$ cat config.mk
export PLATFORM = sky130hd
export DESIGN_NAME = bldc_speed_ctrl_flat
export DESIGN_NICKNAME = d
export VERILOG_FILES = /design/src/rtl/bldc_pkg.sv /design/src/rtl/bldc_if.sv /design/src/rtl/bldc_enc_frontend.sv /design/src/rtl/bldc_speed_ctrl.sv /design/src/flat_wrapper.sv
export SDC_FILE = /design/constraint.sdc
export NUM_CORES = 2
export LEC_CHECK = 0
export CORE_MARGIN = 5
export CORE_UTILIZATION = 28
export CTS_CLUSTER_SIZE = 25
export DETAILED_ROUTE_END_ITERATION = 7
export SLEW_MARGIN = 20
export SYNTH_ARGS = -nofsm -noshare
export SYNTH_HDL_FRONTEND = slang
export SYNTH_HIERARCHICAL = 1
export SYNTH_SLANG_ARGS = --single-unit
$ cat constraint.sdc
create_clock -name clk -period 16.5 [get_ports clk]
set_input_delay 3.3 -clock clk [delete_from_list [all_inputs] [get_ports clk]]
set_output_delay 3.3 -clock clk [all_outputs]
set_load 0.05 [all_outputs]
$ cat src/rtl/bldc_pkg.sv
// Shared definitions for the BLDC speed controller.
// Holds the mode encoding, the quadrature step decoder and the saturating
// error-counter increment used by the encoder front end.
package bldc_pkg;

  localparam int unsigned ERR_W = 8;

  typedef enum logic [1:0] {
    MODE_OFF    = 2'b00,
    MODE_OPEN   = 2'b01,
    MODE_CLOSED = 2'b10,
    MODE_BRAKE  = 2'b11
  } mode_e;

  typedef enum logic [1:0] {
    STEP_NONE,
    STEP_FWD,
    STEP_REV,
    STEP_ILLEGAL
  } step_e;

  // Forward Gray successor: 00 -> 01 -> 11 -> 10 -> 00
  function automatic logic [1:0] gray_next(input logic [1:0] ab);
    logic [1:0] nxt;
    nxt = 2'b00;
    case (ab)
      2'b00:   nxt = 2'b01;
      2'b01:   nxt = 2'b11;
      2'b11:   nxt = 2'b10;
      default: nxt = 2'b00;
    endcase
    return nxt;
  endfunction

  // Classify a transition of the filtered {A,B} pair
  function automatic step_e gray_step(input logic [1:0] prev, input logic [1:0] curr);
    step_e s;
    s = STEP_NONE;
    if (prev != curr) begin
      if ((prev ^ curr) == 2'b11)        s = STEP_ILLEGAL;
      else if (gray_next(prev) == curr)  s = STEP_FWD;
      else                               s = STEP_REV;
    end
    return s;
  endfunction

  function automatic logic [ERR_W-1:0] sat_inc8(input logic [ERR_W-1:0] v);
    return (v == '1) ? v : v + ERR_W'(1);
  endfunction

endpackage

$ cat src/rtl/bldc_if.sv
// Pin and register bundle of the BLDC speed controller.
// master: host / motor-pin side (drives encoder, mode, setpoints and gains).
// slave : controller side (drives bridge outputs and measurements).
interface bldc_if
  import bldc_pkg::*;
#(
  parameter int unsigned DATA_WIDTH = 16
);
  logic                  enc_a;
  logic                  enc_b;
  logic [1:0]            mode;
  logic                  dir_cmd;
  logic [DATA_WIDTH-1:0] pwm_period;
  logic [DATA_WIDTH-1:0] period_ref;
  logic [DATA_WIDTH-1:0] duty_ext;
  logic [DATA_WIDTH-1:0] kp;
  logic [DATA_WIDTH-1:0] ki;
  logic                  motor_pos;
  logic                  motor_neg;
  logic [DATA_WIDTH-1:0] period_meas;
  logic [DATA_WIDTH-1:0] pos_count;
  logic                  enc_dir;
  logic [ERR_W-1:0]      enc_err;
  logic                  stalled;
  logic [DATA_WIDTH-1:0] duty;

  modport master (
    output enc_a, enc_b, mode, dir_cmd, pwm_period, period_ref, duty_ext, kp, ki,
    input  motor_pos, motor_neg, period_meas, pos_count, enc_dir, enc_err, stalled, duty
  );

  modport slave (
    input  enc_a, enc_b, mode, dir_cmd, pwm_period, period_ref, duty_ext, kp, ki,
    output motor_pos, motor_neg, period_meas, pos_count, enc_dir, enc_err, stalled, duty
  );
endinterface

$ cat src/rtl/bldc_enc_frontend.sv
// Quadrature encoder front end: debounce, Gray decode, signed position,
// A-period measurement and stall flag.
// Ports: clk, reset (async, active-high), enc_a/enc_b raw inputs;
// period_meas, pos_count, enc_dir, enc_err, stalled registered outputs.
module bldc_enc_frontend
  import bldc_pkg::*;
#(
  parameter int unsigned DATA_WIDTH = 16,
  parameter int unsigned DEBOUNCE   = 3
) (
  input  logic                  clk,
  input  logic                  reset,
  input  logic                  enc_a,
  input  logic                  enc_b,
  output logic [DATA_WIDTH-1:0] period_meas,
  output logic [DATA_WIDTH-1:0] pos_count,
  output logic                  enc_dir,
  output logic [ERR_W-1:0]      enc_err,
  output logic                  stalled
);

  localparam logic [DATA_WIDTH-1:0] CNT_MAX = '1;

  logic [DEBOUNCE-1:0]   sh_a;
  logic [DEBOUNCE-1:0]   sh_b;
  logic                  filt_a;
  logic                  filt_b;
  logic [1:0]            prev_ab;
  logic [DATA_WIDTH-1:0] per_cnt;
  step_e                 step_c;
  logic                  rise_c;

  always_comb begin
    step_c = gray_step(prev_ab, {filt_a, filt_b});
    rise_c = filt_a & ~prev_ab[1];
  end

  // Filtered level changes only once every stored sample agrees
  always_ff @(posedge clk or posedge reset) begin
    if (reset) begin
      sh_a   <= '0;
      sh_b   <= '0;
      filt_a <= 1'b0;
      filt_b <= 1'b0;
    end else begin
      sh_a <= {sh_a[DEBOUNCE-2:0], enc_a};
      sh_b <= {sh_b[DEBOUNCE-2:0], enc_b};
      if (&sh_a)       filt_a <= 1'b1;
      else if (~|sh_a) filt_a <= 1'b0;
      if (&sh_b)       filt_b <= 1'b1;
      else if (~|sh_b) filt_b <= 1'b0;
    end
  end

  // Step decode and position tracking
  always_ff @(posedge clk or posedge reset) begin
    if (reset) begin
      prev_ab   <= 2'b00;
      pos_count <= '0;
      enc_dir   <= 1'b0;
      enc_err   <= '0;
    end else begin
      prev_ab <= {filt_a, filt_b};
      case (step_c)
        STEP_FWD: begin
          pos_count <= pos_count + DATA_WIDTH'(1);
          enc_dir   <= 1'b1;
        end
        STEP_REV: begin
          pos_count <= pos_count - DATA_WIDTH'(1);
          enc_dir   <= 1'b0;
        end
        STEP_ILLEGAL: enc_err <= sat_inc8(enc_err);
        default: ;
      endcase
    end
  end

  // Counts clk cycles between filtered A rising edges; pins at all-ones on stall
  always_ff @(posedge clk or posedge reset) begin
    if (reset) begin
      per_cnt     <= '0;
      period_meas <= '0;
      stalled     <= 1'b0;
    end else if (rise_c) begin
      period_meas <= (per_cnt == CNT_MAX) ? CNT_MAX : per_cnt + DATA_WIDTH'(1);
      per_cnt     <= '0;
      stalled     <= 1'b0;
    end else if (per_cnt == CNT_MAX) begin
      period_meas <= CNT_MAX;
      stalled     <= 1'b1;
    end else begin
      per_cnt <= per_cnt + DATA_WIDTH'(1);
    end
  end

endmodule

$ cat src/rtl/bldc_speed_ctrl.sv
// BLDC speed controller top: encoder front end, 3-stage PI loop, frame-
// synchronous duty update, PWM with dead time and brake.
// Ports: clk, reset (async, active-high), bus (bldc_if.slave) carrying the
// encoder inputs, mode/direction/setpoints/gains and all measured outputs.
module bldc_speed_ctrl
  import bldc_pkg::*;
#(
  parameter int unsigned DATA_WIDTH = 16,
  parameter int unsigned DEBOUNCE   = 3,
  parameter int unsigned INT_LIMIT  = 2047,
  parameter int unsigned GAIN_SHIFT = 4,
  parameter int unsigned DEADTIME   = 4
) (
  input logic   clk,
  input logic   reset,
  bldc_if.slave bus
);

  localparam int unsigned EW  = DATA_WIDTH + 1;
  localparam int unsigned IW  = DATA_WIDTH + 2;
  localparam int unsigned SW  = 2 * DATA_WIDTH + 2;
  localparam int unsigned DTW = (DEADTIME > 1) ? $clog2(DEADTIME) : 1;
  localparam logic signed [EW-1:0] INT_MAX = EW'(INT_LIMIT);
  localparam logic signed [EW-1:0] INT_MIN = -INT_MAX;

  logic [DATA_WIDTH-1:0] period_meas;
  mode_e                 mode_c;
  logic                  drive_c;
  logic [DATA_WIDTH-1:0] pwm_cnt;
  logic                  frame_start_c;
  logic signed [EW-1:0]  err_c, err_r, integ, integ_next_c;
  logic signed [IW-1:0]  integ_sum_c;
  logic signed [SW-1:0]  sum_c, shifted_c;
  logic [DATA_WIDTH-1:0] pi_clamp_c, pi_res, shadow;
  logic                  v1, v2;
  logic [DATA_WIDTH-1:0] duty_src_c, duty_eff_c, duty_r;
  logic                  pwm_c;
  logic                  dir_q;
  logic [DTW-1:0]        dt_cnt;
  logic                  dir_change_c, in_dt_c;

  bldc_enc_frontend #(
    .DATA_WIDTH(DATA_WIDTH),
    .DEBOUNCE  (DEBOUNCE)
  ) u_frontend (
    .clk        (clk),
    .reset      (reset),
    .enc_a      (bus.enc_a),
    .enc_b      (bus.enc_b),
    .period_meas(period_meas),
    .pos_count  (bus.pos_count),
    .enc_dir    (bus.enc_dir),
    .enc_err    (bus.enc_err),
    .stalled    (bus.stalled)
  );

  assign bus.period_meas = period_meas;
  assign bus.duty        = duty_r;

  // PI arithmetic, duty selection and pwm compare
  always_comb begin
    mode_c        = mode_e'(bus.mode);
    drive_c       = (mode_c == MODE_OPEN) || (mode_c == MODE_CLOSED);
    frame_start_c = (pwm_cnt == '0);
    err_c         = signed'({1'b0, period_meas}) - signed'({1'b0, bus.period_ref});
    integ_sum_c   = IW'(integ) + IW'(err_c);
    integ_next_c  = EW'(integ_sum_c);
    if (integ_sum_c > IW'(INT_MAX))      integ_next_c = INT_MAX;
    else if (integ_sum_c < IW'(INT_MIN)) integ_next_c = INT_MIN;
    sum_c = signed'(SW'(bus.kp)) * SW'(err_r) + signed'(SW'(bus.ki)) * SW'(integ);
    shifted_c  = sum_c >>> GAIN_SHIFT;
    pi_clamp_c = shifted_c[DATA_WIDTH-1:0];
    if (shifted_c[SW-1])                                  pi_clamp_c = '0;
    else if (shifted_c > signed'(SW'(bus.pwm_period)))    pi_clamp_c = bus.pwm_period;
    duty_src_c = '0;
    case (mode_c)
      MODE_OPEN:   duty_src_c = (bus.duty_ext > bus.pwm_period) ? bus.pwm_period : bus.duty_ext;
      MODE_CLOSED: duty_src_c = shadow;
      default:     duty_src_c = '0;
    endcase
    // The frame's first cycle already compares against the duty being loaded
    duty_eff_c   = frame_start_c ? duty_src_c : duty_r;
    pwm_c        = (bus.pwm_period != '0) && (pwm_cnt < duty_eff_c);
    dir_change_c = drive_c && (bus.dir_cmd != dir_q);
    in_dt_c      = dir_change_c || (dt_cnt != '0);
  end

  // PWM frame counter and frame-synchronous duty register
  always_ff @(posedge clk or posedge reset) begin
    if (reset) begin
      pwm_cnt <= '0;
      duty_r  <= '0;
    end else begin
      if (bus.pwm_period == '0 || pwm_cnt >= bus.pwm_period) pwm_cnt <= '0;
      else                                                   pwm_cnt <= pwm_cnt + DATA_WIDTH'(1);
      if (frame_start_c) duty_r <= duty_src_c;
    end
  end

  // PI pipeline: integrate, scale/clamp, publish to shadow
  always_ff @(posedge clk or posedge reset) begin
    if (reset) begin
      v1 <= 1'b0; v2 <= 1'b0; err_r <= '0; integ <= '0; pi_res <= '0; shadow <= '0;
    end else if (mode_c == MODE_OFF) begin
      v1 <= 1'b0; v2 <= 1'b0; err_r <= '0; integ <= '0; pi_res <= '0; shadow <= '0;
    end else begin
      v1 <= frame_start_c && (mode_c == MODE_CLOSED);
      v2 <= v1;
      if (frame_start_c && (mode_c == MODE_CLOSED)) begin
        err_r <= err_c;
        integ <= integ_next_c;
      end
      if (v1) pi_res <= pi_clamp_c;
      if (v2) shadow <= pi_res;
    end
  end

  // Dead time: the change cycle plus DEADTIME-1 counted cycles hold both sides low
  always_ff @(posedge clk or posedge reset) begin
    if (reset) begin
      dir_q  <= 1'b0;
      dt_cnt <= '0;
    end else begin
      dir_q <= bus.dir_cmd;
      if (dir_change_c)        dt_cnt <= DTW'(DEADTIME - 1);
      else if (dt_cnt != '0)   dt_cnt <= dt_cnt - DTW'(1);
    end
  end

  // Registered bridge outputs
  always_ff @(posedge clk or posedge reset) begin
    if (reset) begin
      bus.motor_pos <= 1'b0;
      bus.motor_neg <= 1'b0;
    end else begin
      case (mode_c)
        MODE_BRAKE: begin
          bus.motor_pos <= 1'b1;
          bus.motor_neg <= 1'b1;
        end
        MODE_OPEN, MODE_CLOSED: begin
          bus.motor_pos <= !in_dt_c && pwm_c && !bus.dir_cmd;
          bus.motor_neg <= !in_dt_c && pwm_c && bus.dir_cmd;
        end
        default: begin
          bus.motor_pos <= 1'b0;
          bus.motor_neg <= 1'b0;
        end
      endcase
    end
  end

endmodule
$ cat src/flat_wrapper.sv
// flat-port wrapper written by rule: the top's interface ports become plain ports
module bldc_speed_ctrl_flat import bldc_pkg::*;
#(
  parameter int unsigned DATA_WIDTH = 16,
  parameter int unsigned DEBOUNCE   = 3,
  parameter int unsigned INT_LIMIT  = 2047,
  parameter int unsigned GAIN_SHIFT = 4,
  parameter int unsigned DEADTIME   = 4
)
  (clk, reset, bus_enc_a, bus_enc_b, bus_mode, bus_dir_cmd, bus_pwm_period, bus_period_ref, bus_duty_ext, bus_kp, bus_ki, bus_motor_pos, bus_motor_neg, bus_period_meas, bus_pos_count, bus_enc_dir, bus_enc_err, bus_stalled, bus_duty);
  bldc_if #(.DATA_WIDTH(DATA_WIDTH)) bus_i ();
  input logic clk;
  input logic reset;
  input wire logic [$bits(bus_i.enc_a)-1:0] bus_enc_a;
  input wire logic [$bits(bus_i.enc_b)-1:0] bus_enc_b;
  input wire logic [$bits(bus_i.mode)-1:0] bus_mode;
  input wire logic [$bits(bus_i.dir_cmd)-1:0] bus_dir_cmd;
  input wire logic [$bits(bus_i.pwm_period)-1:0] bus_pwm_period;
  input wire logic [$bits(bus_i.period_ref)-1:0] bus_period_ref;
  input wire logic [$bits(bus_i.duty_ext)-1:0] bus_duty_ext;
  input wire logic [$bits(bus_i.kp)-1:0] bus_kp;
  input wire logic [$bits(bus_i.ki)-1:0] bus_ki;
  output wire logic [$bits(bus_i.motor_pos)-1:0] bus_motor_pos;
  output wire logic [$bits(bus_i.motor_neg)-1:0] bus_motor_neg;
  output wire logic [$bits(bus_i.period_meas)-1:0] bus_period_meas;
  output wire logic [$bits(bus_i.pos_count)-1:0] bus_pos_count;
  output wire logic [$bits(bus_i.enc_dir)-1:0] bus_enc_dir;
  output wire logic [$bits(bus_i.enc_err)-1:0] bus_enc_err;
  output wire logic [$bits(bus_i.stalled)-1:0] bus_stalled;
  output wire logic [$bits(bus_i.duty)-1:0] bus_duty;
  assign bus_i.enc_a = bus_enc_a;
  assign bus_i.enc_b = bus_enc_b;
  assign bus_i.mode = bus_mode;
  assign bus_i.dir_cmd = bus_dir_cmd;
  assign bus_i.pwm_period = bus_pwm_period;
  assign bus_i.period_ref = bus_period_ref;
  assign bus_i.duty_ext = bus_duty_ext;
  assign bus_i.kp = bus_kp;
  assign bus_i.ki = bus_ki;
  assign bus_motor_pos = bus_i.motor_pos;
  assign bus_motor_neg = bus_i.motor_neg;
  assign bus_period_meas = bus_i.period_meas;
  assign bus_pos_count = bus_i.pos_count;
  assign bus_enc_dir = bus_i.enc_dir;
  assign bus_enc_err = bus_i.enc_err;
  assign bus_stalled = bus_i.stalled;
  assign bus_duty = bus_i.duty;
  bldc_speed_ctrl #(.DATA_WIDTH(DATA_WIDTH), .DEBOUNCE(DEBOUNCE), .INT_LIMIT(INT_LIMIT), .GAIN_SHIFT(GAIN_SHIFT), .DEADTIME(DEADTIME)) u_core (.clk(clk), .reset(reset), .bus(bus_i));
endmodule
=== Yosys cells after proc, flatten, opt, wreduce, memory -nomap -nowiden ===
Index checks and enable logic that the tools add are counted.

* Register bits: 173
* Input port bits: 87
* Output and inout port bits: 60
* Word-level logic and storage cells: 131

* Add/sub/neg operators: 9
* Multipliers: 2
* Order comparisons: 6
* Eq/ne operators: 17
* Mux-type cells: 41
* Bitwise gates (word level): 4
* Reduce and logical (&&, ||, !) cells: 29

{| class="wikitable"
|+ Operator list
! kind !! number
|-
| $mux W16 || 14
|-
| $mux W17 || 6
|-
| $mul A17 B17 Y34 || 2
|-
| $pmux W16 S2 || 2
|-
| $add A16 B1 Y16 const B || 3
|-
| $add A34 B34 Y34 || 1
|-
| $logic_not A16 Y1 || 2
|-
| $gt A30 B17 Y1 || 1
|-
| $add A17 B17 Y18 || 1
|-
| $gt A18 B12 Y1 const B || 1
|-
| $lt A18 B12 Y1 const B || 1
|-
| $sub A16 B16 Y17 || 1
|-
| $eq A16 B16 Y1 const B || 1
|-
| $ge A16 B16 Y1 || 1
|-
| $gt A16 B16 Y1 || 1
|-
| $lt A16 B16 Y1 || 1
|-
| $reduce_bool A16 Y1 || 1
|-
| $sub A16 B1 Y16 const B || 1
|-
| $mux W2 || 7
|-
| $reduce_bool A2 Y1 || 7
|-
| $eq A2 B2 Y1 const B || 6
|-
| $add A8 B1 Y8 const B || 1
|-
| $eq A8 B8 Y1 const B || 1
|-
| $mux W1 || 8
|-
| other kinds (19) || 37
|}

=== Depth between registers and ports, before layout ===
* Depth in word-level cells: 10
* Depth in mapped cells: 39
* Gate-level depth less buffers: 36

=== By module ===
The synthesis kept the hierarchy.

{| class="wikitable"
|+ By module, submodules not included
! module !! times used !! cells each !! area each (um^2) !! sequential area each (um^2)
|-
| bldc_speed_ctrl || 1 || 3071 || 27171.1 || 2627.5
|-
| bldc_enc_frontend || 1 || 324 || 3266.9 || 1701.6
|}

=== Least setup slack after synthesis ===
No wires, ideal clock.

* Kind: input port to flip-flop
* From: input port bus_kp[10]
* To: register u_core.pi_res[0]
* Library setup time: 0.122 ns
* Arrival: 11.507 ns
* Required time: 16.378 ns
* Path slack: 4.871 ns
* Stages on the path: 32
* Buffers on the path: 2
* Cell sequence: and2_1 > fa_1 > inv_1 > fa_1 > fa_1 > fa_1 > inv_1 > fa_1 > fa_1 > fa_1 > inv_1 > fa_1 > inv_1 > ha_1 > clkbuf_1 > nand4_1 > or4b_1 > and3_1 > o21ai_0 > xor2_1 > ha_1 > nand2_1 > nor4_1 > a22oi_1 > a21boi_0 > a211oi_1 > o211ai_1 > a211oi_1 > and4_1 > buf_2 > nand3_1 > a32o_1

* Longest elaborated chain between the ends: 7

{| class="wikitable"
|+ RTL lines
! what !! RTL line !! RTL
|-
| start, declared || flat_wrapper.sv:21 || <nowiki>input wire logic [$bits(bus_i.kp)-1:0] bus_kp;</nowiki>
|-
| $mul A17 B17 Y34 (*) || bldc_speed_ctrl.sv:70 || <nowiki>sum_c = signed'(SW'(bus.kp)) * SW'(err_r) + signed'(SW'(bus.ki)) * SW'(integ);</nowiki>
|-
| $add A34 B34 Y34 (*) || bldc_speed_ctrl.sv:70 ||
|-
| $gt A30 B17 Y1 || bldc_speed_ctrl.sv:74 || <nowiki>else if (shifted_c > signed'(SW'(bus.pwm_period))) pi_clamp_c = bus.pwm_period;</nowiki>
|-
| $mux W16 || bldc_speed_ctrl.sv:74 ||
|-
| $mux W16 (*) || bldc_speed_ctrl.sv:73 || <nowiki>if (shifted_c[SW-1]) pi_clamp_c = '0;</nowiki>
|-
| $mux W16 (*) || bldc_speed_ctrl.sv:113 || <nowiki>if (v1) pi_res <= pi_clamp_c;</nowiki>
|-
| $mux W16 (*) || bldc_speed_ctrl.sv:104 || <nowiki>end else if (mode_c == MODE_OFF) begin</nowiki>
|-
| end signal, assigned || bldc_speed_ctrl.sv:113 ||
|-
| end, declared || bldc_speed_ctrl.sv:34 || <nowiki>logic [DATA_WIDTH-1:0] pi_clamp_c, pi_res, shadow;</nowiki>
|}

Mark *: on every way between the ends. The rest lies on a longest branch, timed or not. The select of a mux whose other input is x is not followed.
A chain may end at the register's enable or synchronous reset.

=== Final worst setup path ===
* From: input port bus_kp[10]
* To: register u_core.pi_res[7]

The elaborated chain is that of the path after synthesis.

==> flow_metrics.py <==
metrics = {
    "synth": {
        "syn_area_per_cell_um2": 8.97,
        "ys_ff_latch": 173,
        "synth_most_common_cell": "inv_1",
        "netlist.area_leader.share_pct": 31.8,
        "synthTopCellsByCount": "inv_1 (694), fa_1 (484), nand2_1 (342)",
        "yosysTopAreaCell": "fa_1",
        "synth_cells": 3395,
        "seq_area_frac_synth_pct": 14.2,
        "synth_area_leaders": "fa_1 (32%), dfrtp_1 (14%), ha_1 (13%), inv_1 (8.6%), and2_1 (6.1%)",
        "async_flop_share_pct": 100,
        "synth_flop_cell": "dfrtp_1",
        "synth_edf_count": 0,
        "synth_area_um2": 30400,
        "synth.distinct_cells": 79,
        "yosysWarnings": 6,
        "syn_nets": 4291,
    },
    "critical_path": {
        "cp_slowest_cell": "clkdlybuf4s50_1",
        "r2r_cells": 30,
        "critPathLaunchType": "input port",
        "path_max_fanout": 17,
        "cp_common_cell": "fa_1",
        "cp.required_ns": 16.88,
        "cp-end-kind": "flip-flop",
        "max_stage_delay_ns": 0.81,
        "path_class": "in2reg",
        "cp_data_arrival_time_ns": 13.70,
    },
    "sta": {
        "slew_violations": 0,
        "skew_ns": 0.0167,
        "setup_viol": 0,
        "timing.fmax_ghz": 0.0750,
        "fin_hold_ws_ns": 0.381,
        "maxSlewHeadroom_pct": 26.5,
        "worst_pin_slew_ns": 1.10,
        "final-hold-violation-count": 0,
        "rsz0062_at_grt": "no",
        "fin_crit_sh_pct": 80.8,
        "fin_crit_ns": 13.33,
        "fin_tns_setup_ns": 0,
    },
    "min_path": {
        "min_path_cells": 0,
        "min_path_type": "reg2reg",
    },
    "pwr": {
        "p_per_area_nw_per_um2": 70.1,
        "vdd_drop_max_mv": 0.105,
        "p_leak_nw": 17.1,
    },
    "layout": {
        "nNetsFinal": 4355,
        "synthToLayoutAreaGrowth_pct": 11.6,
        "fin_util_pct": 31.4,
        "layout-drive-gt1-share_pct": 2.42,
    },
    "detailed_routing": {
        "via_per_inst": 4.77,
        "wl_per_cell_um": 17.5,
        "wl_met2_mm": 42.7,
        "wl_met1_mm": 36.8,
        "drt_pass1_iterations": 8,
        "wl_mm": 85.8,
        "ant_nets": 0,
        "drc": 0,
        "drt_iter0_markers": 1282,
        "dr_wl_met3_mm": 4.00,
        "vias": 23300,
        "top_layer": "met5",
    },
    "floorplan": {
        "initial_core_util_pct": 28.1,
        "die-area_um2": 115000,
        "io_pins": 147,
        "die_x_um": 340,
        "rows": 121,
        "core_area_um2": 108000,
        "die_h_um": 340,
    },
    "global_route": {
        "grt-ovfl-total": 0,
        "grt_usage_pct": 15.1,
        "grt_start_max_net_pins": 71,
        "grt_pass1_vias": 24500,
        "antenna_found_initial": 3,
        "grt_pass1_wl_mm": 138,
    },
    "clocking": {
        "ctsHoldBuffers": 0,
        "clk_path_buf_depth": 2,
        "cts_inserted_buffers": 17,
        "post_cts_buffers": 0,
        "htree_num_levels": 4,
        "tritoncts": "built",
        "cts_root_buf": "clkbuf_16",
        "cts_resized": 0,
        "clock-sinks": 173,
        "path_clk_slew_ns": 0.08,
        "clk_latency_ns": 0.49,
    },
    "place": {
        "port_buffers": 146,
        "dp_hpwl_mm": 70.1,
        "gp_congestion": 0.906,
    },
    "status": {
        "outcome": "finished, final reports clean",
    },
    "job": {
        "cap_violations": 0,
    },
}
==> worst paths after layout <==
check                                     startpoint                         to  slack (ns)
min                        u_core/u_frontend/sh_a[1]  u_core/u_frontend/sh_a[2]        0.38
min in group asynchronous                      reset            u_core/integ[0]        3.23
max in group asynchronous                      reset        u_core/bus.duty[12]       11.96
min reg2reg                u_core/u_frontend/sh_a[1]  u_core/u_frontend/sh_a[2]        0.38
max reg2reg                          u_core/err_r[4]           u_core/pi_res[7]        6.25
max                                       bus_kp[10]           u_core/pi_res[7]        3.17
==> layout by cell type, fill, tap and decap left out, types with 55 or more instances in the layout <==
master	instances
fa_1	484
nand3_1	69
dfrtp_1	173
a21oi_1	124
o21ai_0	55
clkdlybuf4s50_1	146
nand2_1	342
and2_1	296
nor2_1	134
xnor2_1	58
ha_1	325
inv_1	692
==> worst max-delay path, delay by kind of cell <==
family	cells	cell delay (ns)
compound gates	7	1.22
xor+xnor	1	0.16
fa+ha+maj	10	4.99
simple gates	8	2.96
buf+inv	5	1.04
==> area by class of cell <==
cell class / instances / area [um2]
inverter: 694 / 2610
antenna: 1 / 2.50
fill: 11400 / 74400
tap: 1414 / 1770
sequential: 173 / 4330
timing repair buffer: 178 / 1700
multi-input combinational: 2395 / 23000
clock inverter: 14 / 168
clock buffer: 18 / 429
==> layer usage <==
metal / track usage, % / vias up
li1: - / 10800
met1: 19.5 / 11800
met2: 26.2 / 621
met3: 2.38 / 121
met4: 4.07 / 4
met5: 0 / -
==> cell families after synthesis <==
kind of cell / share of synthesized area [%]
XOR/XNOR: 2.85
multiplexers: 1.32
adder cells (fa/ha/maj): 45.2
AO/OA/AOI/OAI: 8.58
flip-flops: 14.2
AND/OR/NAND/NOR: 17.5
buffers and inverters: 10.3
==> per-stage QoR <==
stage | cell area [um2] | total power [W] | setup WS [ns] | std cells
5_1_grt | 34000 | 0.00257 | 2.62 | 4886
3_5_place_dp | 33400 | 0.00197 | 2.74 | 4854
3_3_place_gp | 33400 | 0.00196 | 2.93 | 4854
4_1_cts | 34000 | 0.00241 | 3.28 | 4886
6_report | 34000 | 0.00238 | 3.17 | 4887
2_1_floorplan | 30400 | 0.00155 | 4.87 | 3395
==> registers in the layout, summed over array words and instances (netlist names), 8 cells and up <==
name                           flops
u_core/bus.duty                   16
u_core/err_r                      17
u_core/integ                      17
u_core/pi_res                     16
u_core/pwm_cnt                    16
u_core/shadow                     16
u_core/u_frontend/enc_err          8
u_core/u_frontend/per_cnt         16
u_core/u_frontend/period_meas     16
u_core/u_frontend/pos_count       16
==> power breakdown <==
| part | leakage, nW | internal [W] | switching (W) |
|---|---|---|---|
| Clock | 0.290 | 0.000204 | 0.000212 |
| Combinational | 14.5 | 0.000501 | 0.000861 |
| Sequential | 2.29 | 0.000496 | 0.000109 |
| Total | 17.1 | 0.00120 | 0.00118 |
No activity file was read; power rests on OpenSTA's default activity.
